--- config.mk ---
export PLATFORM = sky130hd
export DESIGN_NAME = filtroup_ctrl_flat
export DESIGN_NICKNAME = d
export VERILOG_FILES = /design/src/rtl/filtroup_pkg.sv /design/src/rtl/filtroup_ctrl_if.sv /design/src/rtl/filtroup_clip.sv /design/src/rtl/filtroup_ctrl.sv /design/src/flat_wrapper.sv
export SDC_FILE = /design/constraint.sdc
export NUM_CORES = 1
export LEC_CHECK = 0
export CORE_MARGIN = 2
export CORE_UTILIZATION = 29
export DETAILED_ROUTE_END_ITERATION = 16
export PLACE_DENSITY = 0.59
export SYNTH_ARGS = -nofsm -noshare
export SYNTH_HDL_FRONTEND = slang
export SYNTH_HIERARCHICAL = 1
export SYNTH_SLANG_ARGS = --single-unit
export TNS_END_PERCENT = 50
--- constraint.sdc ---
create_clock -name clk -period 2.2 [get_ports clk]
set_input_delay 0.44 -clock clk [delete_from_list [all_inputs] [get_ports clk]]
set_output_delay 0.44 -clock clk [all_outputs]
set_load 0.01 [all_outputs]
--- src/rtl/filtroup_pkg.sv ---
// Shared constants, state encoding and small helpers for the filtroup line sequencer.
package filtroup_pkg;

    localparam int DATA_WIDTH_DEF = 8;
    localparam int TAPS           = 7;
    localparam int CENTRE         = 3;
    localparam int FLUSH_LEN      = 3;

    localparam logic [2:0] ST_IDLE   = 3'd0;
    localparam logic [2:0] ST_IN     = 3'd1;
    localparam logic [2:0] ST_FLUSH  = 3'd2;
    localparam logic [2:0] ST_EMIT_A = 3'd3;
    localparam logic [2:0] ST_EMIT_B = 3'd4;

    typedef enum logic [2:0] {
        IDLE   = ST_IDLE,
        IN     = ST_IN,
        FLUSH  = ST_FLUSH,
        EMIT_A = ST_EMIT_A,
        EMIT_B = ST_EMIT_B
    } state_e;

    // Shifts since line load; saturates once the centre tap holds a real pixel.
    function automatic logic [1:0] pcnt_inc(input logic [1:0] pcnt);
        return (pcnt == 2'(CENTRE)) ? pcnt : pcnt + 2'd1;
    endfunction

endpackage

--- src/rtl/filtroup_ctrl_if.sv ---
// Valid/ready pixel stream used on both sides of the line sequencer.
interface filtroup_ctrl_if
    import filtroup_pkg::*;
#(
    parameter int DW = DATA_WIDTH_DEF
) ();

    logic          valid;
    logic          ready;
    logic [DW-1:0] data;
    logic          last;

    modport master (output valid, output data, output last, input  ready);
    modport slave  (input  valid, input  data, input  last, output ready);

endinterface

--- src/rtl/filtroup_clip.sv ---
// Saturates a signed filter result (two guard bits) to an unsigned pixel.
module filtroup_clip
    import filtroup_pkg::*;
#(
    parameter int DW = DATA_WIDTH_DEF
)
(
    input  logic signed [DW+1:0] i_val,
    output logic        [DW-1:0] o_clip
);

    // Top bit set means negative; otherwise bit DW set means above full scale.
    always_comb begin
        if (i_val[DW+1])    o_clip = '0;
        else if (i_val[DW]) o_clip = '1;
        else                o_clip = i_val[DW-1:0];
    end

endmodule

--- src/rtl/filtroup_ctrl.sv ---
// x2 upsampler line sequencer: keeps a 7-tap sliding window for filtroup and
// emits the centre pixel followed by the clipped half-pixel result per input pixel.
module filtroup_ctrl
    import filtroup_pkg::*;
#(
    parameter int DATA_WIDTH = DATA_WIDTH_DEF
)
(
    input  logic                         clk,
    input  logic                         rst_n,
    filtroup_ctrl_if.slave               s,
    filtroup_ctrl_if.master              m,
    output logic signed [DATA_WIDTH+1:0] filt_in0,
    output logic signed [DATA_WIDTH+1:0] filt_in1,
    output logic signed [DATA_WIDTH+1:0] filt_in2,
    output logic signed [DATA_WIDTH+1:0] filt_in3,
    output logic signed [DATA_WIDTH+1:0] filt_in4,
    output logic signed [DATA_WIDTH+1:0] filt_in5,
    output logic signed [DATA_WIDTH+1:0] filt_in6,
    input  logic signed [DATA_WIDTH+1:0] filt_out,
    output logic                         busy
);

    localparam int TW = DATA_WIDTH + 2;
    typedef logic signed [TW-1:0] tap_t;

    tap_t                  r_win     [TAPS];
    tap_t                  w_win_nxt [TAPS];
    tap_t                  w_ext;
    tap_t                  w_src;
    logic [2:0]            r_state, w_state_nxt;
    logic [1:0]            r_pcnt, w_pcnt_nxt;
    logic [1:0]            r_fcnt, w_fcnt_nxt;
    logic                  r_eol, w_eol_nxt;
    logic                  w_load, w_shift;
    logic                  r_s_ready, r_m_valid, r_m_last;
    logic [DATA_WIDTH-1:0] r_m_data, w_clip;
    logic                  w_s_acc, w_m_acc, w_emit_enter, w_emit_last;

    assign w_s_acc      = s.valid && r_s_ready;
    assign w_m_acc      = r_m_valid && m.ready;
    assign w_ext        = {2'b00, s.data};
    assign w_emit_enter = (w_state_nxt == ST_EMIT_A) && (r_state != ST_EMIT_A);
    assign w_emit_last  = r_eol && (r_fcnt == 2'd0);

    filtroup_clip #(.DW(DATA_WIDTH)) u_clip (
        .i_val  (filt_out),
        .o_clip (w_clip)
    );

    // NOTE: every signal written here gets a default first, so no path can infer a latch.
    always_comb begin
        w_state_nxt = r_state;
        w_pcnt_nxt  = r_pcnt;
        w_fcnt_nxt  = r_fcnt;
        w_eol_nxt   = r_eol;
        w_load      = 1'b0;
        w_shift     = 1'b0;
        w_src       = r_win[TAPS-1];
        case (r_state)
            ST_IDLE: begin
                if (w_s_acc) begin
                    w_load     = 1'b1;
                    w_pcnt_nxt = 2'd0;
                    if (s.last) begin
                        w_fcnt_nxt  = 2'(FLUSH_LEN);
                        w_eol_nxt   = 1'b1;
                        w_state_nxt = ST_FLUSH;
                    end else begin
                        w_state_nxt = ST_IN;
                    end
                end
            end
            ST_IN: begin
                if (w_s_acc) begin
                    w_shift    = 1'b1;
                    w_src      = w_ext;
                    w_pcnt_nxt = pcnt_inc(r_pcnt);
                    if (s.last) begin
                        w_fcnt_nxt = 2'(FLUSH_LEN);
                        w_eol_nxt  = 1'b1;
                    end
                    if (w_pcnt_nxt == 2'(CENTRE)) w_state_nxt = ST_EMIT_A;
                    else if (s.last)              w_state_nxt = ST_FLUSH;
                    else                          w_state_nxt = ST_IN;
                end
            end
            ST_FLUSH: begin
                // Right-edge replicate: the newest tap is shifted in again.
                w_shift     = 1'b1;
                w_fcnt_nxt  = r_fcnt - 2'd1;
                w_pcnt_nxt  = pcnt_inc(r_pcnt);
                w_state_nxt = (w_pcnt_nxt == 2'(CENTRE)) ? ST_EMIT_A : ST_FLUSH;
            end
            ST_EMIT_A: begin
                if (w_m_acc) w_state_nxt = ST_EMIT_B;
            end
            ST_EMIT_B: begin
                if (w_m_acc) begin
                    if (r_fcnt != 2'd0) begin
                        w_state_nxt = ST_FLUSH;
                    end else if (r_eol) begin
                        w_state_nxt = ST_IDLE;
                        w_eol_nxt   = 1'b0;
                    end else begin
                        w_state_nxt = ST_IN;
                    end
                end
            end
            default: w_state_nxt = ST_IDLE;
        endcase
    end

    always_comb begin
        for (int i = 0; i < TAPS; i++) w_win_nxt[i] = r_win[i];
        if (w_load) begin
            // Left-edge replicate: the first pixel fills the whole window.
            for (int i = 0; i < TAPS; i++) w_win_nxt[i] = w_ext;
        end else if (w_shift) begin
            for (int i = 0; i < TAPS - 1; i++) w_win_nxt[i] = r_win[i+1];
            w_win_nxt[TAPS-1] = w_src;
        end
    end

    // NOTE: the window is a seven-entry register array rather than a RAM, so it is
    //       cleared by reset together with the FSM and output registers.
    always_ff @(posedge clk or negedge rst_n) begin
        if (!rst_n) begin
            for (int i = 0; i < TAPS; i++) r_win[i] <= '0;
            r_state   <= ST_IDLE;
            r_pcnt    <= 2'd0;
            r_fcnt    <= 2'd0;
            r_eol     <= 1'b0;
            r_s_ready <= 1'b0;
            r_m_valid <= 1'b0;
            r_m_last  <= 1'b0;
            r_m_data  <= '0;
        end else begin
            // NOTE: non-blocking updates make every register here see pre-edge values.
            for (int i = 0; i < TAPS; i++) r_win[i] <= w_win_nxt[i];
            r_state   <= w_state_nxt;
            r_pcnt    <= w_pcnt_nxt;
            r_fcnt    <= w_fcnt_nxt;
            r_eol     <= w_eol_nxt;
            r_s_ready <= (w_state_nxt == ST_IDLE) || (w_state_nxt == ST_IN);
            if (w_emit_enter) begin
                r_m_valid <= 1'b1;
                r_m_data  <= w_win_nxt[CENTRE][DATA_WIDTH-1:0];
                r_m_last  <= 1'b0;
            end else if ((r_state == ST_EMIT_A) && w_m_acc) begin
                r_m_data  <= w_clip;
                r_m_last  <= w_emit_last;
            end else if ((r_state == ST_EMIT_B) && w_m_acc) begin
                r_m_valid <= 1'b0;
                r_m_last  <= 1'b0;
            end
        end
    end

    assign s.ready  = r_s_ready;
    assign m.valid  = r_m_valid;
    assign m.data   = r_m_data;
    assign m.last   = r_m_last;
    assign busy     = (r_state != ST_IDLE);

    assign filt_in0 = r_win[0];
    assign filt_in1 = r_win[1];
    assign filt_in2 = r_win[2];
    assign filt_in3 = r_win[3];
    assign filt_in4 = r_win[4];
    assign filt_in5 = r_win[5];
    assign filt_in6 = r_win[6];

endmodule

--- src/flat_wrapper.sv ---
// flat-port wrapper written by rule: the top's interface ports become plain ports
module filtroup_ctrl_flat import filtroup_pkg::*;
#(
    parameter int DATA_WIDTH = DATA_WIDTH_DEF
)
  (clk, rst_n, filt_in0, filt_in1, filt_in2, filt_in3, filt_in4, filt_in5, filt_in6, filt_out, busy, s_valid, s_data, s_last, s_ready, m_valid, m_data, m_last, m_ready);
  filtroup_ctrl_if #(.DW((8))) s_i ();
  filtroup_ctrl_if #(.DW((8))) m_i ();
  input  logic clk;
  input  logic rst_n;
  output logic signed [DATA_WIDTH+1:0] filt_in0;
  output logic signed [DATA_WIDTH+1:0] filt_in1;
  output logic signed [DATA_WIDTH+1:0] filt_in2;
  output logic signed [DATA_WIDTH+1:0] filt_in3;
  output logic signed [DATA_WIDTH+1:0] filt_in4;
  output logic signed [DATA_WIDTH+1:0] filt_in5;
  output logic signed [DATA_WIDTH+1:0] filt_in6;
  input  logic signed [DATA_WIDTH+1:0] filt_out;
  output logic busy;
  input wire logic [$bits(s_i.valid)-1:0] s_valid;
  input wire logic [$bits(s_i.data)-1:0] s_data;
  input wire logic [$bits(s_i.last)-1:0] s_last;
  output wire logic [$bits(s_i.ready)-1:0] s_ready;
  output wire logic [$bits(m_i.valid)-1:0] m_valid;
  output wire logic [$bits(m_i.data)-1:0] m_data;
  output wire logic [$bits(m_i.last)-1:0] m_last;
  input wire logic [$bits(m_i.ready)-1:0] m_ready;
  assign s_i.valid = s_valid;
  assign s_i.data = s_data;
  assign s_i.last = s_last;
  assign s_ready = s_i.ready;
  assign m_valid = m_i.valid;
  assign m_data = m_i.data;
  assign m_last = m_i.last;
  assign m_i.ready = m_ready;
  filtroup_ctrl #(.DATA_WIDTH(DATA_WIDTH)) u_core (.clk(clk), .rst_n(rst_n), .s(s_i), .m(m_i), .filt_in0(filt_in0), .filt_in1(filt_in1), .filt_in2(filt_in2), .filt_in3(filt_in3), .filt_in4(filt_in4), .filt_in5(filt_in5), .filt_in6(filt_in6), .filt_out(filt_out), .busy(busy));
endmodule
Word level (Yosys, flattened, before mapping)
Cells that the tools add are included.
{ "word_totals": {"in_bits": 23, "register_bits": 89} }
{ "classes": {"eq_ne": 16, "addsub": 2, "reduce_logical": 27, "mux": 38} }
{ "ops": {"columns": ["cell", "count"], "rows": [
  ["70-bit two-way mux", 2],
  ["8-bit two-way mux", 4],
  ["10-bit two-way mux", 2],
  ["2-bit nonzero test", 8],
  ["3-bit two-way mux", 5],
  ["3-bit case mux with 5 select lines", 1],
  ["2-bit two-way mux", 7],
  ["1-bit two-way mux", 13],
  ["2-bit by 1-bit != test with 1-bit output, second input constant", 6],
  ["3-bit by 2-bit == test with 1-bit output, second input constant", 3],
  ["3-bit AND reduction", 3],
  ["3-bit nonzero test", 3],
  ["3-bit by 1-bit == test with 1-bit output, second input constant", 2],
  ["1-bit logical AND", 6],
  ["3-bit logical NOT", 2],
  ["2-bit case mux with 3 select lines", 1],
  ["5-bit AND reduction", 1],
  ["2-bit == test, second input constant", 2],
  ["1-bit case mux with 2 select lines", 2],
  ["2-bit case mux with 2 select lines", 1],
  ["3-bit == test, second input constant", 1],
  ["3-bit by 2-bit != test with 1-bit output, second input constant", 1],
  ["2-bit by 1-bit adder with 2-bit output, second input constant", 1],
  ["2-bit logical NOT", 1],
  ["other kinds (5)", 5]
]} }

Longest topological paths before layout
{ "depth": {"ltp_word": 10, "ltp_mapped": 7, "mapped_depth_nobuf": 5} }

By module
The synthesis kept the hierarchy.
{ "by_module_without_submodules": {"columns": ["mod", "cells_each", "area_each_um2", "instances", "seq_area_each_um2"], "rows": [
  ["filtroup_ctrl", 422, 4191.5, 1, 2026.9],
  ["filtroup_clip", 9, 91.3, 1, 0.0]
]} }

Worst setup path after synthesis
Ideal clock, no wire load.
{ "synth_timing": {"path_kind": "register to register", "from": "reg u_core.r_s_ready, in the netlist u_core/s.ready", "to": "reg u_core.r_win (netlist bit u_core/filt_in6[0])", "arrival_ns": 1.400, "setup_time_ns": 0.125, "setup_slack_ns": 0.676, "required_time_ns": 2.075, "path_stages_with_launch": 5, "cell_sequence": "dfrtp_1 -> clkbuf_2 -> nand3b_2 -> nor2_2 -> mux2_2"} }
{ "synth_between": {"elab_chain_cells": 5, "word_cells_on_any_way": 9, "cone_classes": "mux (4); reduce/logical (5)"} }
{ "synth_lines": {"columns": ["element", "line", "source"], "rows": [
  ["start: declaration", "filtroup_ctrl.sv:36", "logic r_s_ready, r_m_valid, r_m_last;"],
  ["start signal: assignment", "filtroup_ctrl.sv:145", "r_s_ready <= (w_state_nxt == ST_IDLE) || (w_state_nxt == ST_IN);"],
  ["1-bit logical AND *", "filtroup_ctrl.sv:40", "assign w_s_acc = s.valid && r_s_ready;"],
  ["1-bit two-way mux", "filtroup_ctrl.sv:62, filtroup_ctrl.sv:75", null],
  ["1-bit case mux with 2 select lines / 1-bit two-way mux (equally long branches)", "filtroup_ctrl.sv:60", "case (r_state)"],
  ["2-bit nonzero test (no line)", null, null],
  ["3-bit AND reduction (no line)", null, null],
  ["end: declaration", "filtroup_ctrl.sv:27", "tap_t r_win [TAPS];"]
]} }
Every way passes the cells marked *; elsewhere a longest branch is shown, timed or not.
A chain may end at the register's enable or synchronous reset.

Worst setup path after layout
{ "layout_timing": {"from": "reg u_core.r_state[1]", "to": "out busy"} }
{ "layout_between": {"elab_chain_cells": 1} }
{ "layout_lines": {"columns": ["element", "line", "source"], "rows": [
  ["start: declaration", "filtroup_ctrl.sv:31", "logic [2:0] r_state, w_state_nxt;"],
  ["start signal: assignment", "filtroup_ctrl.sv:141", "r_state <= w_state_nxt;"],
  ["3-bit nonzero test", "filtroup_ctrl.sv:164", "assign busy = (r_state != ST_IDLE);"],
  ["end: declaration", "flat_wrapper.sv:19", "output logic busy;"]
]} }
No other way between the ends.

==> run_results.csv <==
group,metric,value,unit
place,io_buffer_count,102,
sta,max_clock_freq,475.0,MHz
layout,diodes,0,
yosys,synthSimpleGateAreaFrac,0.1163,
place,gp_congestion,0.8827,
floorplan,die_h,125.5,um
setup_path,endpoint,"busy",
sta,setup_violations,0,
route,drcViolationCount,0,
route,drtPass1Iterations,4,
setup_path,r2r_start,"u_core/r_state[1]$_DFF_PN0_",
floorplan,boundaryPins,105,
yosys,async_flop_share,1.000,
setup_path,critPathKind,"flop to output pin",
setup_path,worstSetupStartpoint,"u_core/r_state[1]$_DFF_PN0_",
global_routing,grt_usage,0.1760,
yosys,synth_edf_count,0,
yosys,syn_area_per_cell,9.937,um^2
sta,finalSetupTns,0,ps
layout,finalNetCount,555,
yosys,synth_most_common_cell,"dfrtp_1",
yosys,seq_area_frac_synth,0.4733,
setup_path,worstPathArrival,1670,ps
yosys,synth_area,4283,um^2
yosys,ys_ff_latch,81,
global_routing,overflow,0,
clock_tree,cts_sinks,81,
min_path,hold_path_class,"input pin to asynchronous set/reset pin",
global_routing,grt_pass1_vias,3891,
clock_tree,postCtsSetupRepairBufs,0,
floorplan,core_area,14480,um^2
route,viasPerCell,5.668,
sta,hold_viol,0,
setup_path,rrSetupSlack,400,ps
sta,period_share,0.9569,
yosys,synth_cells,431,
clock_tree,cts-htree-levels,3,
yosys,ys_warn_count,6,
clock_tree,cts_made_buffers,9,
place,hpwl,9700,um
outcome,status,"finished, final reports clean",
route,avgRoutedWirePerCell,19.77,um
sta,slew_viol_final,0,
sta,worst_pin_slew,608.9,ps
clock_tree,root_buffer,"clkbuf_16",
layout,area_growth,37.69,%
yosys,synth_fa_ha_area_frac,0.002921,
setup_path,r2r_cells,4,
route,wl,14230,um
yosys,synth_cell_types,53,
sta,period_minus_slack,2105,ps
floorplan,rows,44,
route,detail-route-antenna-nets,0,
route,drt_iter0_drc,418,
yosys,netlist.area_leader.share,0.4733,
floorplan,dieArea,15760,um^2
clock_tree,cts_tree,"yes",
floorplan,start_util,0.2958,
global_routing,antenna_found_initial,0,
power_and_ir_drop,power.total,9.540,mW
power_and_ir_drop,max-vdd-ir-drop,0.7002,mV
clock_tree,cts_buffer_depth,2,
clock_tree,clk_pin_slew_worst_paths,60,ps
clock_tree,clock_latency,340,ps
setup_path,cp-end-kind,"output pin",
power_and_ir_drop,total_leakage_power,2.267,nW
yosys,synthXorXnorAreaFrac,0,
setup_path,start_kind,"flop",
layout,layout-drive-gt1-share,0.1362,
setup_path,worstReg2RegEnd,"u_core/m.data[1]$_DFFE_PN0P_",
clock_tree,postCtsHoldBufs,0,
yosys,synth_ff_type,"dfrtp_1",
sta,relSlewSlack,0.5941,
yosys,yosys.area.top_type,"dfrtp_1",
route,vias,4081,
power_and_ir_drop,p_per_area,1618,nW/um^2
setup_path,cp_max_fo,21,
yosys,synth_top_family_by_area,"compound AO/OA/AOI/OAI gates",
flow_run,maxCapViolCount,0,
yosys,synth_mux_area_frac,0.03506,
yosys,synth_compound_area_frac,0.3024,
setup_path,critPathRequiredTime,1760,ps
yosys,synth_commonest_cells,"81 x dfrtp_1, 66 x o22ai_1, 41 x a211oi_1, 34 x o21ai_0, 30 x or3_1",
global_routing,grt_pass1_wl,22090,um
sta,skew,4.993,ps
global_routing,grt_max_degree,46,
yosys,yosys-top-cells-area,"dfrtp_1 47%, o22ai_1 9.6%, a211oi_1 7.2%",
floorplan,die_w,125.5,um
sta,rsz0062_at_grt,"no",
## logic make-up (layout without fill, tap and decap cells)
family / count (synthesis) / after routing
other cells: 1 / 2
buf+inv: 51 / 155
mux: 14 / 14
compound gates: 194 / 194
flops: 81 / 81
simple gates: 89 / 89
fa+ha+maj: 1 / 1
## worst min path at each step
stage / start / to / slack, ps / depth (start not counted)
floorplan: rst_n / u_core/filt_in0[0]$_DFFE_PN0P_ / 140 / 0
global placement: rst_n / u_core/filt_in3[8]$_DFFE_PN0P_ / 490 / 1
detailed placement: rst_n / u_core/filt_in3[8]$_DFFE_PN0P_ / 500 / 1
CTS: rst_n / u_core/r_fcnt[1]$_DFFE_PN0P_ / 130 / 1
global route: rst_n / u_core/filt_in3[8]$_DFFE_PN0P_ / 160 / 1
finish: rst_n / u_core/filt_in3[8]$_DFFE_PN0P_ / 110 / 1
## worst max-delay path, cell delays in order, from the launching register on
cell and delay (ps):
dfrtp_4 580, nor2_1 170, nand2_1 70, clkdlybuf4s50_1 490
## registers in the layout, summed over array words and instances (netlist names), 3 cells and up
signal and count:
u_core/filt_in2 9, u_core/filt_in4 9, u_core/filt_in3 9, u_core/filt_in5 9, u_core/r_state 3, u_core/filt_in0 9, u_core/filt_in1 9, u_core/filt_in6 8
u_core/m.data 8
## metal layers
metal  global-route usage  up-vias  routed length (um)
met1               0.2518     2030                6440
li1                     -     1870                   -
met3              0.03038       15                 831
met4              0.05098        0                 223
met2               0.2738      166                6739
met5                    0        -                   0
## metrics by stage
step / cells / setup slack [ps] / hold WS [ps] / utilization / area (um^2)
final: 720 / 94.87 / 112.6 / 0.4073 / 5897
after global routing: 720 / 24.19 / 158.5 / 0.4073 / 5897
after CTS: 720 / 73.63 / 128.0 / 0.4071 / 5894
after detailed placement: 704 / 37.02 / 496.2 / 0.3825 / 5538
after global placement: 704 / 53.59 / 485.0 / 0.3825 / 5538
after floorplan: 432 / 675.5 / 144.4 / - / 4287
## cells in the final DEF, fill, tap and decap left out, types with 4 or more instances in the layout
master,Yosys,routed
o22ai_1,66,66
inv_1,7,7
a32oi_1,5,5
o21ba_1,8,8
buf_12,0,4
mux2_2,8,8
dfrtp_1,81,78
mux2i_1,6,6
a21oi_1,12,12
o21ai_0,34,34
clkbuf_16,0,9
or3_1,30,30
nor3_2,4,4
a211oi_1,41,41
nor2_1,25,25
nand2_1,13,13
clkdlybuf4s50_1,0,101
buf_4,18,26
## final cells by class
type	instances	area (um^2)
well taps	184	230.2
flip-flops and latches	81	2033
inverters	8	30.03
fillers	1428	8582
clock buffers	10	239.0
multi-input cells	300	1963
repair buffers	131	1286
clock inverters	6	115.1
## report_power, final
group          internal (mW)  switching, mW  total (mW)
Combinational           2.35           2.38        4.73
Clock                   1.14          0.629        1.77
Sequential              2.15          0.894        3.04
Total                   5.64           3.90        9.54
## what timing repair did
item / in CTS / in global routing
resized for setup: 2 / 1
pin swaps: 0 / 0
endpoints found under the setup margin: 1 / 1
Power figures use the tool's default switching activity.
